### src/rtl/vga_timing_pkg.sv
// Default 640x480@60 timing constants, derived totals and FSM encoding.
// Shared by the raster timing generator and anything that decodes its counters.
package vga_timing_pkg;

  localparam int H_DISP  = 640;
  localparam int H_FP    = 16;
  localparam int H_SYNC  = 96;
  localparam int H_BP    = 48;
  localparam int V_DISP  = 480;
  localparam int V_FP    = 10;
  localparam int V_SYNC  = 2;
  localparam int V_BP    = 33;

  localparam int H_TOTAL = H_DISP + H_FP + H_SYNC + H_BP;
  localparam int V_TOTAL = V_DISP + V_FP + V_SYNC + V_BP;

  typedef enum logic {
    START = 1'b0,
    RUN   = 1'b1
  } state_t;

endpackage

### src/rtl/vga_timing_gen_clk_en_div.sv
// Rate enable: en_o is a registered one-clk pulse every CLK_DIV clks, first one CLK_DIV clks
// after reset release. Free-running, no backpressure.
module clk_en_div #(
  parameter int CLK_DIV = 4
) (
  input  logic clk,
  input  logic rst_n,
  output logic en_o
);

  localparam int DW = (CLK_DIV > 2) ? $clog2(CLK_DIV) : 1;
  localparam logic [DW-1:0] DIV_LAST = DW'(CLK_DIV - 1);

  if (CLK_DIV < 2) begin : g_bad_div
    $error("clk_en_div: CLK_DIV must be at least 2");
  end

  logic [DW-1:0] div;

  always_ff @(posedge clk or negedge rst_n) begin
    if (!rst_n) begin
      div  <= '0;
      en_o <= 1'b0;
    end else begin
      en_o <= (div == DIV_LAST);
      div  <= (div == DIV_LAST) ? '0 : div + DW'(1);
    end
  end

endmodule

### src/rtl/vga_timing_gen.sv
// VGA raster timing: counters, valid and syncs all registered and updated together on pclk_en,
// one clk after the enable pulse. No backpressure. Optional frame counter: VGA_FRAME_CNT_EN.
module vga_timing_gen #(
  parameter int CLK_DIV = 4,
  parameter int H_DISP  = vga_timing_pkg::H_DISP,
  parameter int H_FP    = vga_timing_pkg::H_FP,
  parameter int H_SYNC  = vga_timing_pkg::H_SYNC,
  parameter int H_BP    = vga_timing_pkg::H_BP,
  parameter int V_DISP  = vga_timing_pkg::V_DISP,
  parameter int V_FP    = vga_timing_pkg::V_FP,
  parameter int V_SYNC  = vga_timing_pkg::V_SYNC,
  parameter int V_BP    = vga_timing_pkg::V_BP
) (
  input  logic       clk,
  input  logic       rst_n,
  output logic       pclk_en,
  output logic [9:0] h_cnt,
  output logic [9:0] v_cnt,
  output logic       valid,
  output logic       hsync,
  output logic       vsync,
`ifdef VGA_FRAME_CNT_EN
  output logic [7:0] frame_cnt,
`endif
  output logic       frame_start
);

  import vga_timing_pkg::*;

  localparam int H_TOT = H_DISP + H_FP + H_SYNC + H_BP;
  localparam int V_TOT = V_DISP + V_FP + V_SYNC + V_BP;

  if (H_TOT > 1024) begin : g_bad_h
    $error("vga_timing_gen: horizontal total exceeds 1024");
  end
  if (V_TOT > 1024) begin : g_bad_v
    $error("vga_timing_gen: vertical total exceeds 1024");
  end

  localparam logic [9:0] H_LAST   = 10'(H_TOT - 1);
  localparam logic [9:0] V_LAST   = 10'(V_TOT - 1);
  localparam logic [9:0] H_VIS    = 10'(H_DISP);
  localparam logic [9:0] V_VIS    = 10'(V_DISP);
  localparam logic [9:0] HS_FIRST = 10'(H_DISP + H_FP);
  localparam logic [9:0] HS_LAST  = 10'(H_DISP + H_FP + H_SYNC - 1);
  localparam logic [9:0] VS_FIRST = 10'(V_DISP + V_FP);
  localparam logic [9:0] VS_LAST  = 10'(V_DISP + V_FP + V_SYNC - 1);

  clk_en_div #(
    .CLK_DIV (CLK_DIV)
  ) u_pix_div (
    .clk   (clk),
    .rst_n (rst_n),
    .en_o  (pclk_en)
  );

  state_t     state;
  logic [9:0] h_nxt;
  logic [9:0] v_nxt;
  logic       fs_nxt;
  logic       h_wrap;
  logic       v_wrap;

  // In START the next position is the held (0,0); the first enable only announces the frame.
  always_comb begin
    h_wrap = (h_cnt == H_LAST);
    v_wrap = (v_cnt == V_LAST);
    h_nxt  = h_cnt;
    v_nxt  = v_cnt;
    fs_nxt = 1'b1;
    if (state == RUN) begin
      h_nxt  = h_wrap ? '0 : h_cnt + 10'd1;
      if (h_wrap) v_nxt = v_wrap ? '0 : v_cnt + 10'd1;
      fs_nxt = h_wrap && v_wrap;
    end
  end

  always_ff @(posedge clk or negedge rst_n) begin
    if (!rst_n) begin
      state       <= START;
      h_cnt       <= '0;
      v_cnt       <= '0;
      valid       <= 1'b0;
      hsync       <= 1'b1;
      vsync       <= 1'b1;
      frame_start <= 1'b0;
    end else begin
      frame_start <= 1'b0;
      if (pclk_en) begin
        state       <= RUN;
        h_cnt       <= h_nxt;
        v_cnt       <= v_nxt;
        valid       <= (h_nxt < H_VIS) && (v_nxt < V_VIS);
        hsync       <= !((h_nxt >= HS_FIRST) && (h_nxt <= HS_LAST));
        vsync       <= !((v_nxt >= VS_FIRST) && (v_nxt <= VS_LAST));
        frame_start <= fs_nxt;
      end
    end
  end

`ifdef VGA_FRAME_CNT_EN
  always_ff @(posedge clk or negedge rst_n) begin
    if (!rst_n) begin
      frame_cnt <= '0;
    end else if (pclk_en && fs_nxt) begin
      frame_cnt <= frame_cnt + 8'd1;
    end
  end
`endif

endmodule

### config.mk
export PLATFORM = sky130hd
export DESIGN_NAME = vga_timing_gen
export DESIGN_NICKNAME = d
export VERILOG_FILES = /design/src/rtl/vga_timing_pkg.sv /design/src/rtl/vga_timing_gen_clk_en_div.sv /design/src/rtl/vga_timing_gen.sv
export SDC_FILE = /design/constraint.sdc
export NUM_CORES = 1
export LEC_CHECK = 0
export BUFFER_PORTS_ARGS = -buffer_cell sky130_fd_sc_hd__buf_2
export CORE_MARGIN = 2
export CORE_UTILIZATION = 36
export CTS_CLUSTER_SIZE = 30
export DETAILED_ROUTE_END_ITERATION = 8
export PLACE_DENSITY = 0.58
export SLEW_MARGIN = 15
export SYNTH_ARGS = -nofsm -noshare
export SYNTH_HDL_FRONTEND = slang
export SYNTH_SLANG_ARGS = --single-unit
### constraint.sdc
create_clock -name clk -period 2.43 [get_ports clk]
set_input_delay 0.243 -clock clk [delete_from_list [all_inputs] [get_ports clk]]
set_output_delay 0.243 -clock clk [all_outputs]
set_load 0.005 [all_outputs]
# Word-level counts from Yosys, hierarchy flattened
# Index checks and enable logic that the tools add are counted.
# classes
n_addsub	3
order_cmp	6
eq_ne	3
muxes	8
reduce_logical	6
# ops
op	count
10-bit two-way mux	5
10-bit by 1-bit adder with 10-bit output, second input constant	2
10-bit equality test, second input constant	2
10-bit greater-or-equal comparator, second input constant	1
10-bit by 9-bit greater-or-equal comparator with 1-bit output, second input constant	1
10-bit <= comparator, second input constant	1
10-bit by 9-bit <= comparator with 1-bit output, second input constant	1
10-bit < comparator, second input constant	1
10-bit by 9-bit < comparator with 1-bit output, second input constant	1
1-bit logical AND	4
2-bit by 1-bit adder with 2-bit output, second input constant	1
2-bit equality test, second input constant	1
1-bit zero test	2
1-bit two-way mux	2
2-bit two-way mux	1
# word_totals
reg_bits	28
inputBits	2
output_inout_bits	25
wordCells	35

# Logic depth before layout (Yosys ltp)
# depth
word_depth	7
ltp_mapped	9
ltp_nobuf	8

# Cells and area by module
# A second synthesis with hierarchy kept.
# unflattened
cells_unflattened	193
hier_area_um2	1726.7
# by_module_without_submodules
mod	instances	cells_each	area_each_um2	seq_area_each_um2
vga_timing_gen	1	188	1635.3	628.1
clk_en_div	1	5	91.3	75.1

# Worst setup path before layout
# OpenSTA, ideal clock, no wires.
# synth_timing
path_type	reg2reg
from	register h_cnt[0]
to	register vsync
setup_ns	0.086
arrival_ns	1.917
required_ns	2.344
slack_ns	0.428
stages_incl_launch_ff	9
n_path_buf	1
period_less_slack_ns	2.002
cell_sequence	dfrtp_1 > ha_1 > and4_1 > and4_1 > clkbuf_1 > mux2_2 > o22a_1 > nor2_1 > a31oi_1
# synth_between
elab_chain_len	6
elab_cells_between_ends	7
cone_classes	order compare (2); eq/ne (1); mux (2); reduce/logical (2)
# synth_rtl
item	line	source
start: declaration	vga_timing_gen.sv:17	output logic [9:0] h_cnt,
start signal: assignment	vga_timing_gen.sv:91	h_cnt <= h_nxt;
10-bit equality test (*)	vga_timing_gen.sv:66	h_wrap = (h_cnt == H_LAST);
10-bit two-way mux (*)	vga_timing_gen.sv:73	if (h_wrap) v_nxt = v_wrap ? '0 : v_cnt + 10'd1;
10-bit two-way mux (*)	vga_timing_gen.sv:71	if (state == RUN) begin
10-bit by 9-bit greater-or-equal comparator with 1-bit output or 10-bit by 9-bit <= comparator with 1-bit output (tied branches)	vga_timing_gen.sv:95	vsync <= !((v_nxt >= VS_FIRST) && (v_nxt <= VS_LAST));
1-bit logical AND (*)	vga_timing_gen.sv:95	
1-bit zero test (*)	vga_timing_gen.sv:95	
end signal: assignment	vga_timing_gen.sv:95	
end: declaration	vga_timing_gen.sv:21	output logic vsync,
# Mark *: on every way between the ends. The rest lies on a longest branch, timed or not.
# A chain may end at the register's enable or synchronous reset.

# Worst setup path in the final report
# layout_timing
from	register h_cnt[1]
to	register v_cnt[7]
# layout_between
elab_chain_len	3
# layout_rtl
item	line	source
10-bit equality test	vga_timing_gen.sv:66	
10-bit two-way mux	vga_timing_gen.sv:73	
10-bit two-way mux	vga_timing_gen.sv:71	
end signal: assignment	vga_timing_gen.sv:92	v_cnt <= v_nxt;
end: declaration	vga_timing_gen.sv:18	output logic [9:0] v_cnt,
# Every way passes these cells.

==> results by stage <==
Clock network:
- The number of setup buffers added after CTS is 0.
- CTS built an H-tree with a depth of 1.
- TritonCTS built the clock tree.
- The maximum clock insertion buffer count is 2.
- The clock transition time at the flip-flop clock pins of the worst setup and hold paths is 0.11 ns.
- The number of buffers inserted during clock tree synthesis is 3.
- The clock network latency to the later pin of the worst-skew pair is 0.29 ns.
- The cell sitting at the root of the clock tree is a clkbuf_8.
- For this design, the sink count on the clock tree is 28.

Final layout:
- The antenna cell count is 0.
- The fraction of layout cells with a size suffix above 1 is 20.89%.
- Fill cells in the final layout number 442.
- The total number of nets in the final design is 232.
- The area added between synthesis and finish is 16.32%.
- After routing the design area is 1944 um^2.
- The core occupancy in the finished layout is 44.05%.

Die:
- The initial utilization of the core area, before any placement, comes to 37.87%.
- The die boundary width is 72.14 um.
- The cell row count is 24.
- After floorplanning, the core was sized to cover 4414 um^2.
- In this run the count of I/O pins placed on the die edge is 27.
- Measured along the y axis, the die boundary spans 72.14 um.
- The die footprint is 5204 um^2.

STA:
- The max-slew violation total from the final report is 0.
- The final clock period utilization by the worst path is 88.15%.
- The pin slew with the least headroom to its limit is 0.6570 ns.
- The count of final hold-check violations is 0.
- The setup TNS is 0 ns.
- Timing would allow up to 0.4669 GHz.
- For the final database, setup skew stands at 0.006006 ns.
- The final worst setup slack is 0.2881 ns.
- Setup repair after global routing left no endpoint under its margin.
- Headroom to the max-slew limit came out at 56.20%.
- The clock period minus worst slack is 2.142 ns.
- The total setup violations reported at the end of the flow is 0.

Logic synthesis:
- Counting every net in the synthesized netlist gives 204.
- The count of state elements after synthesis is 28.
- In the synthesized netlist, the number of instances is 198.
- The Yosys step of the flow raised 0 warnings.
- Yosys attributes the largest share of cell area to dfrtp_1 (39%), nand2_1 (7.4%), o21ai_0 (6.3%).
- After Yosys synthesis, XOR and XNOR cells account for 4.192% of the synthesized area.
- The share of flip-flops with an asynchronous set or reset is 100.0%.
- Among all cell types in the netlist, the one instantiated most often is nand2_1.
- The adder-cell share of the synthesized area is 2.994%.
- For this run, the leading register cell type out of synthesis is dfrtp_1.
- Counting flops with a built-in enable in the synthesized netlist gives 0.
- After synthesis, the netlist uses 45 different library cells.
- By area, the combinational part of the netlist is dominated by simple AND/OR/NAND/NOR gates.
- The proportion of synthesized chip area in sequential cells is 42.07%.
- The top cell type's share of synthesized area is 38.92%.
- Of all cell types, the one taking the most synthesized area is dfrtp_1.
- The synthesized netlist devotes 17.44% of its cell area to compound gates.
- The post-synthesis share of cell area spent on and, or, nand and nor gates is 28.37%.
- The portion of synthesized area spent on multiplexers is 0.6737%.
- The summed instance area of the synthesized netlist is 1672 um^2.
- Each instance of the synthesized netlist takes up on average 8.442 um^2.
- By count the netlist is led by nand2_1 (33), dfrtp_1 (26), o21ai_0 (21).

Routing:
- The average wire length per cell after detail routing is 14.02 um.
- The number of remaining DRC errors is 0.
- The first detailed-routing pass took 4 iterations.
- The antenna violation net count after detailed routing is 0.
- For this block, the initial DRC count from the detailed router was 142.
- Detailed routing inserted a total of 1519 vias.
- The final wirelength is 3884 um.
- Dividing the detail-routed via count by the number of cells gives 5.484.

Pwr:
- VDD sags by at most 0.0001951 V.
- The fraction of power spent switching nets is 20.19%.
- Registers are responsible for 54.0% of the overall power.
- The power density relative to cell area is 443.8 nW/um^2.
- The analysis attributes to cell leakage a power of 0.8081 nW.
- The power share of the combinational group is 1.3%.
- The internal power of the cells totals 0.6887 mW.
- The power share of the clock group is 44.8%.
- The switching component of the power is 0.1742 mW.

Status:
- The flow ran to the end, and the final reports show no timing, DRC or antenna violations.

Placement:
- At the end of routability-driven placement, the weighted congestion stood at 0.8316.
- The instance area at placement is 1863 um^2.
- Timing analysis after detailed placement gives a worst setup slack of 0.2810 ns.
- Buffers placed on the I/O ports in this run total 26.
- The half-perimeter wire length of the detailed placement result is 2748 um.

Setup path:
- The number of cells traversed by the worst register-to-register path is 7.
- The critical path is of the flop to flop type.
- On the worst path, the slowest cell contributes a delay of 0.45 ns.
- In this run the worst path has a maximum fanout of 7.
- In this run the critical register-to-register path is captured at v_cnt[7]$_DFFE_PN0P_.
- In this run the critical register-to-register path is launched from h_cnt[1]$_DFFE_PN0P_.
- The nature of the critical path startpoint is a flop.
- The signal on the critical path passes through ha_1 > and4_1 > and4_1 > nand2_1 > nor2_1 > nand2_1 > xnor2_1.
- For this design, the slowest cell found on the critical path is dfrtp_1.
- The worst register-to-register path has a setup slack of 0.29 ns.
- The required time of the worst setup path is 2.61 ns.
- The nature of the critical path endpoint is a flop.
- The signal arrival time at the worst endpoint is 2.32 ns.

Global routing:
- The aggregate global-route resource usage is 16.23%.
- Summed over all layers, the global routing overflow is 0.
- The first-pass GRT wire length is 6665 um.
- The number of global-route vias before repair came to 1394.
- The pin count of the biggest net entering global routing is 29.
- The initial antenna violation count is 0.

Job:
- Max-cap violations in this run came to 0.

Hold path:
- Along the worst hold path, the cell count comes to 1.
- The tightest min-delay check is of the flop to flop type.
- The hold path startpoint is u_pix_div.div[0]$_DFF_PN0_.
- The sink of the worst hold path is u_pix_div.div[0]$_DFF_PN0_.
registers in the layout (all words and copies together), names as in the netlist:
name and count:
v_cnt 10, h_cnt 10, vsync 1, hsync 1, state 1, frame_start 1
u_pix_div.en_o 1, valid 1, u_pix_div.div 2
layout by cell type, fill, tap and decap left out, drive strengths merged, types with 4 or more instances in the layout:
master and instances:
a21oi 5, inv 8, nor3 5, dfrtp 26
o21ai 25, ha 4, nand4 8, xnor2 7
buf 31, nand3 9, nand2 33, a31oi 4
nor2 20
power by group through the flow:
stage	Clock [mW]	Sequential (mW)	Combinational, mW
6_report	0.386	0.466	0.0109
5_1_grt	0.411	0.466	0.0137
4_1_cts	0.398	0.466	0.0121
3_5_place_dp	0	0.475	0.0108
3_3_place_gp	0	0.475	0.0106
2_1_floorplan	0	0.475	0.000000291
per-layer routing:
metal	routed length (um)	vias up	track usage, %
met5	0	-	0
met3	138	7	1.806
met2	1617	34	22.83
li1	-	756	-
met4	87	0	7.547
met1	2041	722	24.78
cells by family after synthesis:
group	count (synthesis)
AO/OA/AOI/OAI	48
XOR/XNOR	8
adder cells (fa/ha/maj)	4
buffers and inverters	17
flip-flops	28
multiplexers	1
AND/OR/NAND/NOR	92
critical path, delay by kind of cell, from the launching register on:
| kind | cells | cell delay, ns |
|---|---|---|
| simple gates | 5 | 1.19 |
| fa+ha+maj | 1 | 0.26 |
| xor+xnor | 1 | 0.13 |
| flops | 1 | 0.45 |
worst max-delay path by stage:
| stage | startpoint | endpoint | slack, ns | depth (start not counted) |
|---|---|---|---|---|
| floorplan | h_cnt[0]$_DFFE_PN0P_ | vsync$_DFFE_PN1P_ | 0.43 | 8 |
| global placement | h_cnt[0]$_DFFE_PN0P_ | vsync$_DFFE_PN1P_ | 0.34 | 7 |
| detailed placement | h_cnt[0]$_DFFE_PN0P_ | v_cnt[7]$_DFFE_PN0P_ | 0.28 | 7 |
| CTS | h_cnt[0]$_DFFE_PN0P_ | v_cnt[7]$_DFFE_PN0P_ | 0.27 | 7 |
| global route | h_cnt[0]$_DFFE_PN0P_ | v_cnt[5]$_DFFE_PN0P_ | 0.10 | 7 |
| finish | h_cnt[1]$_DFFE_PN0P_ | v_cnt[7]$_DFFE_PN0P_ | 0.29 | 7 |
what timing repair did:
action | 4_1_cts | 5_1_grt
endpoints found under the hold margin | 15 | 0
hold buffers | 1 | 0
resized for setup | 0 | 0
endpoints found under the setup margin | 0 | 0
final cells by class:
| cell class | count | area (um^2) | share of cell area (%) |
|---|---|---|---|
| Clock inverter | 1 | 30.03 | 1.544 |
| Timing Repair Buffer | 32 | 177.7 | 9.138 |
| Sequential cell | 28 | 703.2 | 36.16 |
| Tap cell | 52 | 65.06 | 3.346 |
| Multi-Input combinational cell | 153 | 897.1 | 46.14 |
| Clock buffer | 3 | 41.29 | 2.124 |
| Inverter | 8 | 30.03 | 1.544 |
per-stage QoR:
step	power, mW	cells	hold slack, ns
floorplan	0.4749	198	-0.05259
global placement	0.4855	272	0.3133
global route	0.8911	277	0.4515
CTS	0.8760	277	0.4408
detailed placement	0.4856	272	0.3199
finish	0.8629	277	0.4370
Power figures use the tool's default switching activity.
